## config.mk

```make
export PLATFORM = sky130hd
export DESIGN_NAME = serial_adder
export DESIGN_NICKNAME = d
export VERILOG_FILES = /design/src/rtl/serial_adder_pkg.sv /design/src/rtl/one_bit_adder.sv /design/src/rtl/serial_adder_fa.sv /design/src/rtl/serial_adder.sv
export SDC_FILE = /design/constraint.sdc
export NUM_CORES = 1
export LEC_CHECK = 0
export ABC_AREA = 1
export CORE_MARGIN = 2
export CORE_UTILIZATION = 53
export DETAILED_ROUTE_END_ITERATION = 8
export GPL_TIMING_DRIVEN = 0
export PLACE_DENSITY = 0.94
export SYNTH_ARGS = -nofsm -noshare
export SYNTH_HDL_FRONTEND = slang
export SYNTH_SLANG_ARGS = --single-unit
```

## constraint.sdc

```tcl
create_clock -name clk -period 2.2 [get_ports clk]
set_clock_uncertainty 0.05 [all_clocks]
set_input_delay 0.33 -clock clk [delete_from_list [all_inputs] [get_ports clk]]
set_output_delay 0.33 -clock clk [all_outputs]
set_load 0.02 [all_outputs]
```

## src/rtl/serial_adder_pkg.sv

```systemverilog
`default_nettype none
// ============================================================================
// Module      : serial_adder_pkg
// Description : Shared state encoding and width helpers for serial_adder.
// Revision    : 1.0
// ============================================================================
package serial_adder_pkg;

    typedef enum logic [1:0] {
        IDLE = 2'd0,
        RUN  = 2'd1,
        DONE = 2'd2
    } state_t;

    function automatic int cnt_w(input int width);
        return $clog2(width);
    endfunction

endpackage : serial_adder_pkg
`default_nettype wire

```

## src/rtl/one_bit_adder.sv

```systemverilog
`default_nettype none
// ============================================================================
// Module      : one_bit_adder
// Description : One-bit adder cell (half adder): sum and carry of two bits.
// Revision    : 1.0
// ============================================================================
module one_bit_adder (
    input  logic a,
    input  logic b,
    output logic sum,
    output logic cout
);

    assign sum  = a ^ b;
    assign cout = a & b;

endmodule : one_bit_adder
`default_nettype wire

```

## src/rtl/serial_adder_fa.sv

```systemverilog
`default_nettype none
// ============================================================================
// Module      : serial_adder_fa
// Description : Combinational full adder built from two one-bit adder cells.
// Revision    : 1.0
// ============================================================================
module serial_adder_fa (
    input  logic a,
    input  logic b,
    input  logic cin,
    output logic sum,
    output logic cout
);

    logic w_s1;
    logic w_c1;
    logic w_c2;

    one_bit_adder u_ha0 (
        .a    (a),
        .b    (b),
        .sum  (w_s1),
        .cout (w_c1)
    );

    one_bit_adder u_ha1 (
        .a    (w_s1),
        .b    (cin),
        .sum  (sum),
        .cout (w_c2)
    );

    // Both half-adder carries can never be high together, so OR forms the majority.
    assign cout = w_c1 | w_c2;

endmodule : serial_adder_fa
`default_nettype wire

```

## src/rtl/serial_adder.sv

```systemverilog
`default_nettype none
// ============================================================================
// Module      : serial_adder
// Description : LSB-first bit-serial adder with valid/ready handshakes.
//               SERIAL_ADDER_OVERFLOW_EN adds the signed-overflow output out_ovf.
// Revision    : 1.0
// ============================================================================
module serial_adder
    import serial_adder_pkg::*;
#(
    parameter int WIDTH = 8
) (
    input  logic             clk,
    input  logic             rst,
    input  logic             in_valid,
    output logic             in_ready,
    input  logic [WIDTH-1:0] in_a,
    input  logic [WIDTH-1:0] in_b,
    input  logic             in_cin,
    output logic             out_valid,
    input  logic             out_ready,
    output logic [WIDTH-1:0] out_sum,
    output logic             out_cout,
`ifdef SERIAL_ADDER_OVERFLOW_EN
    output logic             out_ovf,
`endif
    output logic             busy
);

    localparam int             CNT_W  = cnt_w(WIDTH);
    localparam logic [CNT_W-1:0] c_last = CNT_W'(WIDTH - 1);

    state_t           r_state;
    logic [WIDTH-1:0] r_a;
    logic [WIDTH-1:0] r_b;
    logic [WIDTH-1:0] r_res;
    logic             r_carry;
    logic [CNT_W-1:0] r_cnt;
`ifdef SERIAL_ADDER_OVERFLOW_EN
    logic             r_msb_cin;
`endif

    logic w_sum;
    logic w_cout;

    serial_adder_fa u_fa (
        .a    (r_a[0]),
        .b    (r_b[0]),
        .cin  (r_carry),
        .sum  (w_sum),
        .cout (w_cout)
    );

    always_ff @(posedge clk) begin
        if (rst) begin
            r_state <= IDLE;
            r_a     <= '0;
            r_b     <= '0;
            r_res   <= '0;
            r_carry <= 1'b0;
            r_cnt   <= '0;
`ifdef SERIAL_ADDER_OVERFLOW_EN
            r_msb_cin <= 1'b0;
`endif
        end else begin
            case (r_state)
                IDLE: begin
                    if (in_valid) begin
                        r_a     <= in_a;
                        r_b     <= in_b;
                        r_carry <= in_cin;
                        r_cnt   <= '0;
                        r_res   <= '0;
                        r_state <= RUN;
                    end
                end
                RUN: begin
                    r_res   <= {w_sum, r_res[WIDTH-1:1]};
                    r_a     <= r_a >> 1;
                    r_b     <= r_b >> 1;
                    r_carry <= w_cout;
                    r_cnt   <= r_cnt + CNT_W'(1);
                    if (r_cnt == c_last) begin
                        r_state <= DONE;
`ifdef SERIAL_ADDER_OVERFLOW_EN
                        // Carry entering the MSB position, needed for signed overflow.
                        r_msb_cin <= r_carry;
`endif
                    end
                end
                DONE: begin
                    if (out_ready) begin
                        r_state <= IDLE;
                    end
                end
                default: r_state <= IDLE;
            endcase
        end
    end

    assign in_ready  = (r_state == IDLE);
    assign busy      = (r_state != IDLE);
    assign out_valid = (r_state == DONE);
    assign out_sum   = out_valid ? r_res : '0;
    assign out_cout  = out_valid & r_carry;
`ifdef SERIAL_ADDER_OVERFLOW_EN
    assign out_ovf   = out_valid & (r_msb_cin ^ r_carry);
`endif

endmodule : serial_adder
`default_nettype wire

```

==> results.yml, run 1 <==
logic_synthesis:
  async_flop_share_pct: 0
  yosysSeqAreaShare_pct: 39.70
  post_synth_num_cell_types: 18
  syn_inst: 238
  synth.area.top_cells: "dfxtp_1 40%, nand2_1 21%, inv_1 11%"
  ys_dominant_reg_cell: "dfxtp_1"
  postSynthNetCount: 262
  synth-edff-count: 0
  yosysMostFrequentCell: "nand2_1"
  synthDominantCellAreaShare_pct: 39.70
  post_synth_top_area_cell: "dfxtp_1"
  postSynthRegisterBits: 30
  cell_types_with_the_highest_counts_after_synthesis: "84 x nand2_1, 44 x inv_1, 30 x dfxtp_1, 29 x a21oi_1, 28 x nor2_1"
  syn_avg_cell_area_um2: 6.356
  synth_area_mm2: 0.001513
  ys.warnings.count: 0
run_status:
  run_status: "completed"
detailed_routing:
  via_per_inst: 4.738
  wire_per_inst_um: 10.66
  route.detailed.drc: 0
  vias: 1464
  final_antenna_net_count: 0
  drt-total-wl_um: 3293
  detail_route.iter0.violations: 49
  drtPass1Iterations: 4
layout:
  fill_cell_total_of_the_finished_layout: 241
  post_route_cells_drive_above_1_share_pct: 8.273
  synth_to_final_area_change_pct: 27.38
  final_cells: 309
  num-nets-final: 301
  num_antenna_cells: 0
clock_tree:
  worst_skew_late_latency_ns: 0.33
  numClockSinks: 30
  htree_num_levels: 2
  clkSlewWorstSetupHoldPaths_ns: 0.09
  cts_tree: "built"
  cts.path.max_buffers: 2
  cts_root_buf: "clkbuf_4"
  cts_buffers: 5
  cts_hold_buf: 0
floorplanning:
  floorplan.die.width_um: 57.43
  die_y_um: 57.43
  core_area_mm2: 0.002734
  std_cell_rows: 19
  floorplan.initialDensity_pct: 55.33
  pin_count: 33
  design.die.area_mm2: 0.003298
timing:
  setup-violations-final: 0
  worst_slew_pin_slew_ns: 0.4363
  maxSlewViolCount: 0
  finalWorstPathRequiredPeriod_ns: 2.052
  post-route-period-util_pct: 93.27
  max_freq_mhz: 487.3
  timing.slew.headroom_pct: 70.91
  rsz0062_at_grt: "false"
  timing_hold_violations_final: 0
  sum_of_negative_setup_slack_ns: 0
placed_design:
  port-buffer-count: 32
  dp_hpwl_um: 2312
  gpl.final_weighted_congestion: 0.8026
  placedCellCount: 301
pwr:
  vdd_ir_drop_max_mv: 0.5392
  powerDensity_mw_per_mm2: 611.7
  cellLeakagePower_nw: 0.9335
global_routing:
  met2_usage_pct: 36.20
  grt.total_usage_pct: 21.88
  globalRoute.totalOverflow: 0
  largest_net_degree_at_the_start_of_global_routing: 11
  global_route.usage.met3_pct: 7.029
  global_route.usage.met1_pct: 26.43
  vias_in_the_first_global_route: 1358
  grt_most_used_layer: "met2"
  grt_first_pass_wirelength_um: 5513
  antenna_found_initial: 0
setup_path:
  setup.worst_path.start_class: "flop"
  critical_path_type: "reg -> out"
  crit_path_end_kind: "primary output"
  crit_path_max_fanout: 10
  cp_data_arrival_time_ns: 1.67
  required_ns: 1.82
run:
  max_cap_violations: 0
min_path:
  hold_path.class: "reg -> reg"
cell usage in the layout (no fill, tap or decap), types with 4 or more instances in the layout:
| cell | Yosys | layout |
|---|---|---|
| clkdlybuf4s50_1 | 0 | 23 |
| a21oi_1 | 29 | 29 |
| buf_4 | 4 | 4 |
| clkbuf_4 | 0 | 5 |
| nor2_1 | 28 | 26 |
| dfxtp_1 | 30 | 30 |
| inv_1 | 44 | 44 |
| nand2_1 | 84 | 84 |
| dlygate4sd2_1 | 0 | 9 |
where the power goes:
part / total, mW / switching (mW) / internal (mW)
registers: 0.591 / 0.0121 / 0.579
clock network: 0.348 / 0.193 / 0.155
logic: 0.240 / 0.132 / 0.108
layout make-up:
type                    count  area, um^2  share of cell area [%]
well taps                  31       38.79                   2.013
clock inverters             1       5.005                  0.2597
plain buffers              10       76.32                   3.961
inverters                  47       177.7                   9.221
multi-input cells         151       664.4                   34.48
flip-flops and latches     30       600.6                   31.17
clock buffers               7       55.05                   2.857
repair buffers             32       309.0                   16.04
final timing paths:
check / start / to / slack (ns) / cells past startpoint
setup reg to reg: r_cnt[0] / r_state[0] / 0.91 / 4
setup / recovery: r_state[0] / in_ready / 0.15 / 3
hold reg to reg: r_res[0] / r_res[0] / 0.42 / 2
hold / removal: r_res[0] / r_res[0] / 0.42 / 2
what timing repair did:
item	4_1_cts	5_1_grt
resized for setup	11	1
setup endpoints to repair	9	1
buffers inserted	0	0
metrics by stage:
step | util [%] | total power [mW] | setup slack [ns] | area (um^2) | hold slack (ns)
2_1_floorplan | - | 0.7607 | 0.3727 | 1513 | 0.3491
3_3_place_gp | 68.47 | 0.8337 | 0.1417 | 1872 | 0.3984
3_5_place_dp | 68.47 | 0.8403 | 0.07556 | 1872 | 0.4032
4_1_cts | 70.39 | 1.189 | 0.01200 | 1924 | 0.4182
5_1_grt | 70.48 | 1.243 | 0.04991 | 1927 | 0.4357
6_report | 70.48 | 1.179 | 0.1481 | 1927 | 0.4161
critical path: stages (launching register included):
cell and delay (ns):
dfxtp_1 0.33, buf_6 0.14, nor2_2 0.21, clkdlybuf4s50_1 0.66
logic make-up after synthesis:
kind of cell | synth area share [%]
AO/OA/AOI/OAI | 11.00
adder cells (fa/ha/maj) | 2.977
buffers and inverters | 16.71
flip-flops | 39.70
AND/OR/NAND/NOR | 29.61
metal layers:
| layer | up-vias | wire, um |
|---|---|---|
| li1 | 774 | - |
| met1 | 647 | 1518 |
| met2 | 38 | 1512 |
| met3 | 5 | 211 |
| met4 | 0 | 50 |
| met5 | - | 0 |
sequential cells by signal, summed over array words and instances, names as in the netlist:
signal	cells
r_a	8
r_cnt	3
r_carry	1
r_res	8
r_b	8
r_state	2
Power figures use the tool's default switching activity.
==> run 2, diff against run 1 <==
Settings changed: CORE_UTILIZATION 53 to 45, PLACE_DENSITY 0.94 to 0.86.
Clock period 2.2 ns to 1.8 ns, I/O delays scaled along.
==> run 2 against run 1 <==
  * Sequential share of layout area is 0.83 points lower
  * Die area rose by 16%
  * Non-clock buffer count stayed put
  * Total power rose by 32%
  * Global-route usage decreased by 2.7 points
  * Core utilization shrank 10 points
  * Wire length decreased by 4.4%
  * Worst hold slack got worse by 0.0014 ns
  * Sequential power grew 22%
  * Clock power up 57%
  * Combinational power grew 20%
  * Clock-buffer cell count down 1
==> results.yml, run 2 (synthesis gave the netlist of run 1 again) <==
layout:
  post_route_cells_drive_above_1_share_pct: 11.55
  fill_cell_total_of_the_finished_layout: 318
  final_cell_area_mm2: 0.001979
  layout_commonest_cell: "nand2_1"
  num-nets-final: 301
  layout_top_registers: "r_a: 8 flops, r_b: 8 flops, r_res: 8 flops"
  most_frequent_cells_in_the_layout: "84 x nand2_1, 44 x inv_1, 30 x dfxtp_1, 29 x a21oi_1, 26 x nor2_1"
  synth_to_final_area_change_pct: 30.85
  num_antenna_cells: 0
clock_tree:
  worst_skew_late_latency_ns: 0.32
  cts_setup_buffers: 0
  cts_tree: "built"
  numClockSinks: 30
  cts.path.max_buffers: 2
  htree_num_levels: 2
  cts_hold_buf: 0
  cts_root_buf: "clkbuf_4"
  cts_buffers: 5
  clkSlewWorstSetupHoldPaths_ns: 0.09
placed_design:
  gpl.final_weighted_congestion: 0.8471
  place_area_mm2: 0.001891
  dp_hpwl_um: 2257
  port-buffer-count: 32
setup_path:
  cp_data_arrival_time_ns: 1.36
  critical_path.reg2reg.endpoint: "r_b[0]"
  reg2reg_depth: 6
  worst-r2r-setup-slack_ns: 0.51
  crit_path_end_kind: "primary output"
  required_ns: 1.48
  setup.worst_path.start_class: "flop"
  crit_path_max_fanout: 10
  worst_path_max_delay_cell: "dfxtp_1"
  slowest_delay_ns: 0.32
  rr_startpoint: "r_state[1]"
  critical_path_type: "reg -> out"
  critical_path.cell_chain: "buf_6 > nor2_4 > inv_4 > nor2_1 > clkdlybuf4s15_2"
global_routing:
  antenna_found_initial: 0
  globalRoute.totalOverflow: 0
  grt_first_pass_wirelength_um: 5368
  largest_net_degree_at_the_start_of_global_routing: 11
  vias_in_the_first_global_route: 1317
  grt.total_usage_pct: 19.15
pwr:
  cellLeakagePower_nw: 0.9142
  powerDensity_mw_per_mm2: 785.0
  vdd_ir_drop_max_mv: 0.4509
  design_power_total_mw: 1.554
timing:
  worst_slew_pin_slew_ns: 0.4147
  timing_hold_violations_final: 0
  post-route-period-util_pct: 93.57
  finalWorstPathRequiredPeriod_ns: 1.684
  rsz0062_at_grt: "false"
  maxSlewViolCount: 0
  max_freq_mhz: 593.8
  whs_ns: 0.4148
  setup-violations-final: 0
  timing.slew.headroom_pct: 72.35
  sum_of_negative_setup_slack_ns: 0
run_status:
  run_status: "completed"
min_path:
  launch_instance_of_the_worst_min_delay_path: "r_res[0]"
  hold_path.class: "reg -> reg"
  min_delay_worst_endpoint: "r_res[0]"
  whs_path_depth: 2
detailed_routing:
  route.detailed.drc: 0
  detail_route.iter0.violations: 76
  vias: 1457
  wire_per_inst_um: 9.749
  via_per_inst: 4.511
  drtPass1Iterations: 5
  final_antenna_net_count: 0
  drt-total-wl_um: 3149
floorplanning:
  design.die.area_mm2: 0.003842
  std_cell_rows: 21
  core_area_mm2: 0.003284
  floorplan.initialDensity_pct: 46.06
  die_y_um: 61.98
  floorplan.die.width_um: 61.98
  pin_count: 33
run:
  max_cap_violations: 0
[run 2: changes by cell type in the layout (fill, tap and decap cells not counted), sizes merged]
cell / change
buf: +2
bufinv: +1
clkbuf: -1
clkdlybuf4s15: +7
clkdlybuf4s50: -3
clkinv: -2
dlygate4sd2: -6
inv: +1
[run 2: cell type report]
type                    instances  area, um^2  share of cell area, %
multi-input cells             151       669.4                  33.82
inverters                      47       178.9                  9.039
clock buffers                   6       51.30                  2.592
plain buffers                  10       76.32                  3.856
well taps                      46       57.56                  2.908
repair buffers                 32       315.3                  15.93
flip-flops and latches         30       600.6                  30.34
clock inverters                 1       30.03                  1.517
[run 2: how the worst max path moves through the flow]
| stage | from | to | cells after the start |
|---|---|---|---|
| 5_1_grt | r_state[0] | out_sum[1] | 5 |
| 6_report | r_state[0] | out_sum[6] | 5 |
| 3_5_place_dp | r_state[0] | out_sum[1] | 5 |
| 4_1_cts | r_state[0] | out_sum[0] | 5 |
| 3_3_place_gp | r_state[0] | out_sum[6] | 5 |
| 2_1_floorplan | r_state[0] | out_cout | 4 |
[run 2: per-stage QoR]
| step | util, % | setup slack, ns | std cells |
|---|---|---|---|
| floorplan | - | 0.03268 | 238 |
| global placement | 57.56 | -0.2009 | 316 |
| detailed placement | 57.56 | -0.1884 | 316 |
| CTS | 60.42 | 0.01696 | 323 |
| global route | 60.27 | 0.004137 | 323 |
| finish | 60.27 | 0.1158 | 323 |
[run 2: critical path: cells and delay by family, from the launching register on]
family,cells,cell delay (ns)
simple gates,2,0.24
flops,1,0.32
buf+inv,3,0.49
[run 2: power by group]
part           internal (mW)  switching (mW)  total (mW)
Clock                  0.323           0.223       0.546
Sequential             0.707          0.0138       0.721
Combinational          0.129           0.158       0.287
Total                   1.16           0.395        1.55
[run 2: metal layers]
layer | share of wire (%) | vias up | GRT usage [%]
li1 | - | 777 | -
met1 | 46 | 629 | 22.52
met2 | 45 | 43 | 31.99
met3 | 6.2 | 8 | 6.004
met4 | 2.5 | 0 | 8.207
met5 | 0 | - | 0
[run 2: repair_timing]
item | CTS | global route
setup endpoints to repair | 12 | 8
pin swaps | 0 | 0
gates resized for setup | 35 | 2
==> run 3, diff against run 2 <==
Settings changed: CTS_CLUSTER_DIAMETER set to 60, MAX_ROUTING_LAYER set to met4.
==> run 3 against run 2 <==
  * Worst hold slack unchanged
  * Maximum frequency about the same
  * Critical path depth unchanged
  * Clock power about the same
  * Register-to-register slack about the same
  * Combinational power about the same
  * Via count unchanged
  * Flip-flop and latch count unchanged
  * Core utilization unchanged
  * Total power about the same
  * Wire length unchanged
  * Critical path type unchanged
  * Highest routed layer unchanged
==> results.yml, run 3 (synthesis gave the netlist of run 1 again) <==
timing:
  setup-violations-final: 0
  maxSlewViolCount: 0
  post-route-period-util_pct: 93.58
  max_freq_mhz: 593.7
  finalWorstPathRequiredPeriod_ns: 1.684
  timing.final.ws_setup_ns: 0.1156
  rsz0062_at_grt: "false"
  worst_slew_pin_slew_ns: 0.4137
  timing_hold_violations_final: 0
  timing.slew.headroom_pct: 72.42
clock_tree:
  cts.path.max_buffers: 2
  cts_setup_buffers: 0
  clkSlewWorstSetupHoldPaths_ns: 0.09
  worst_skew_late_latency_ns: 0.32
  htree_num_levels: 2
  cts_buffers: 5
  cts_tree: "built"
  numClockSinks: 30
  cts_root_buf: "clkbuf_4"
detailed_routing:
  routed-wl-met3_um: 185
  vias: 1457
  final_antenna_net_count: 0
  met1Wirelength_um: 1472
  uppermost_metal_layer_occupied_by_signal_nets: "met4"
  route.detailed.drc: 0
  via_per_inst: 4.511
  drt-total-wl_um: 3149
  wl_met2_um: 1411
  detail_route.iter0.violations: 76
  drtPass1Iterations: 5
  wire_per_inst_um: 9.749
setup_path:
  rr_startpoint: "r_state[1]"
  worst_path_max_delay_cell: "dfxtp_1"
  reg2reg_depth: 6
  path_delay_family: "buffers and inverters"
  worst-r2r-setup-slack_ns: 0.51
  number_of_buffers_and_inverters_on_the_critical_path: 3
  setup.worst_path.start_class: "flop"
  required_ns: 1.48
  critical_path.cell_chain: "buf_6 > nor2_4 > inv_4 > nor2_1 > clkdlybuf4s15_2"
  slowest_delay_ns: 0.32
  critical_path_type: "reg -> out"
  crit_path_max_fanout: 10
  crit_path_end_kind: "primary output"
  cp_data_arrival_time_ns: 1.36
  critical_path.reg2reg.endpoint: "r_b[0]"
pwr:
  comb_power_share_pct: 18.4
  p_int_mw: 1.159
  vdd_ir_drop_max_mv: 0.4509
  power.sequential.fraction_pct: 46.4
  clockPowerShare_pct: 35.2
  design_power_total_mw: 1.554
  powerDensity_mw_per_mm2: 785.0
  switching_share_of_power_pct: 25.42
  cellLeakagePower_nw: 0.9142
  net_switching_mw: 0.3950
min_path:
  hold_path.class: "reg -> reg"
  whs_path_depth: 2
  launch_instance_of_the_worst_min_delay_path: "r_res[0]"
  min_delay_worst_endpoint: "r_res[0]"
layout:
  num-nets-final: 301
  layout_top_registers: "r_a: 8 flops, r_b: 8 flops, r_res: 8 flops"
  most_frequent_cells_in_the_layout: "84 x nand2_1, 44 x inv_1, 30 x dfxtp_1, 29 x a21oi_1, 26 x nor2_1"
  synth_to_final_area_change_pct: 30.85
  multiInputGateArea_um2: 669.4
  layout_commonest_cell: "nand2_1"
  num_antenna_cells: 0
  fill_cell_total_of_the_finished_layout: 318
  ff_latch_area_um2: 600.6
  post_route_cells_drive_above_1_share_pct: 11.55
global_routing:
  largest_net_degree_at_the_start_of_global_routing: 11
  grt.total_usage_pct: 19.74
  grt_first_pass_wirelength_um: 5368
  vias_in_the_first_global_route: 1317
  globalRoute.totalOverflow: 0
  antenna_found_initial: 0
floorplanning:
  floorplan.initialDensity_pct: 46.06
  std_cell_rows: 21
  floorplan.die.width_um: 61.98
  core_area_mm2: 0.003284
  pin_count: 33
  die_y_um: 61.98
  design.die.area_mm2: 0.003842
run_status:
  run_status: "completed"
placed_design:
  port-buffer-count: 32
  gpl.final_weighted_congestion: 0.8604
  dpl_ws_ns: -0.1884
  dp_hpwl_um: 2257
run:
  max_cap_violations: 0
## run 3: timing repair
action                                  4_1_cts  5_1_grt
gates resized for setup                      35        2
hold buffers                                  0        0
pin swaps                                     0        0
endpoints found under the setup margin       12        8
## run 3: tightest hold or removal path, cell delays in order (launching register included)
cell	delay [ns]
dfxtp_1	0.32
nand2_1	0.06
a21oi_1	0.05
## run 3: layout make-up
cell class              instances  area share, %
clock inverters                 1          1.517
flip-flops and latches         30          30.34
inverters                      47          9.039
plain buffers                  10          3.856
clock buffers                   6          2.592
multi-input cells             151          33.82
well taps                      46          2.908
repair buffers                 32          15.93
## run 3: worst max path at each step
stage	startpoint	end	slack, ns	cells after the start
finish	r_state[0]	out_sum[6]	0.12	5
global route	r_state[0]	out_sum[1]	0.004	5
CTS	r_state[0]	out_sum[0]	0.02	5
detailed placement	r_state[0]	out_sum[1]	-0.19	5
global placement	r_state[0]	out_sum[6]	-0.20	5
floorplan	r_state[0]	out_cout	0.03	4
## run 3: power by group through the flow
stage	Combinational, mW	Sequential (mW)	Clock [mW]
finish	0.287	0.721	0.546
floorplan	0.196	0.733	0
global placement	0.285	0.735	0
CTS	0.290	0.721	0.566
global route	0.332	0.725	0.589
detailed placement	0.289	0.737	0
## run 3: metal layers
metal  GRT usage (%)  up-vias
li1                -      777
met1           22.77      629
met2           31.99       43
met3           5.590        8
met4           8.207        0
met5               -        -
## run 3: stage by stage
step                      setup TNS [ns]  util (%)  area (um^2)  hold slack, ns  std cells
after floorplan                        0         -         1513          0.2891        238
after global placement            -1.761     57.56         1891          0.3974        316
after detailed placement          -1.534     57.56         1891          0.4038        316
after CTS                              0     60.42         1984          0.4162        323
after global routing                   0     60.27         1979          0.4520        323
final                                  0     60.27         1979          0.4148        323
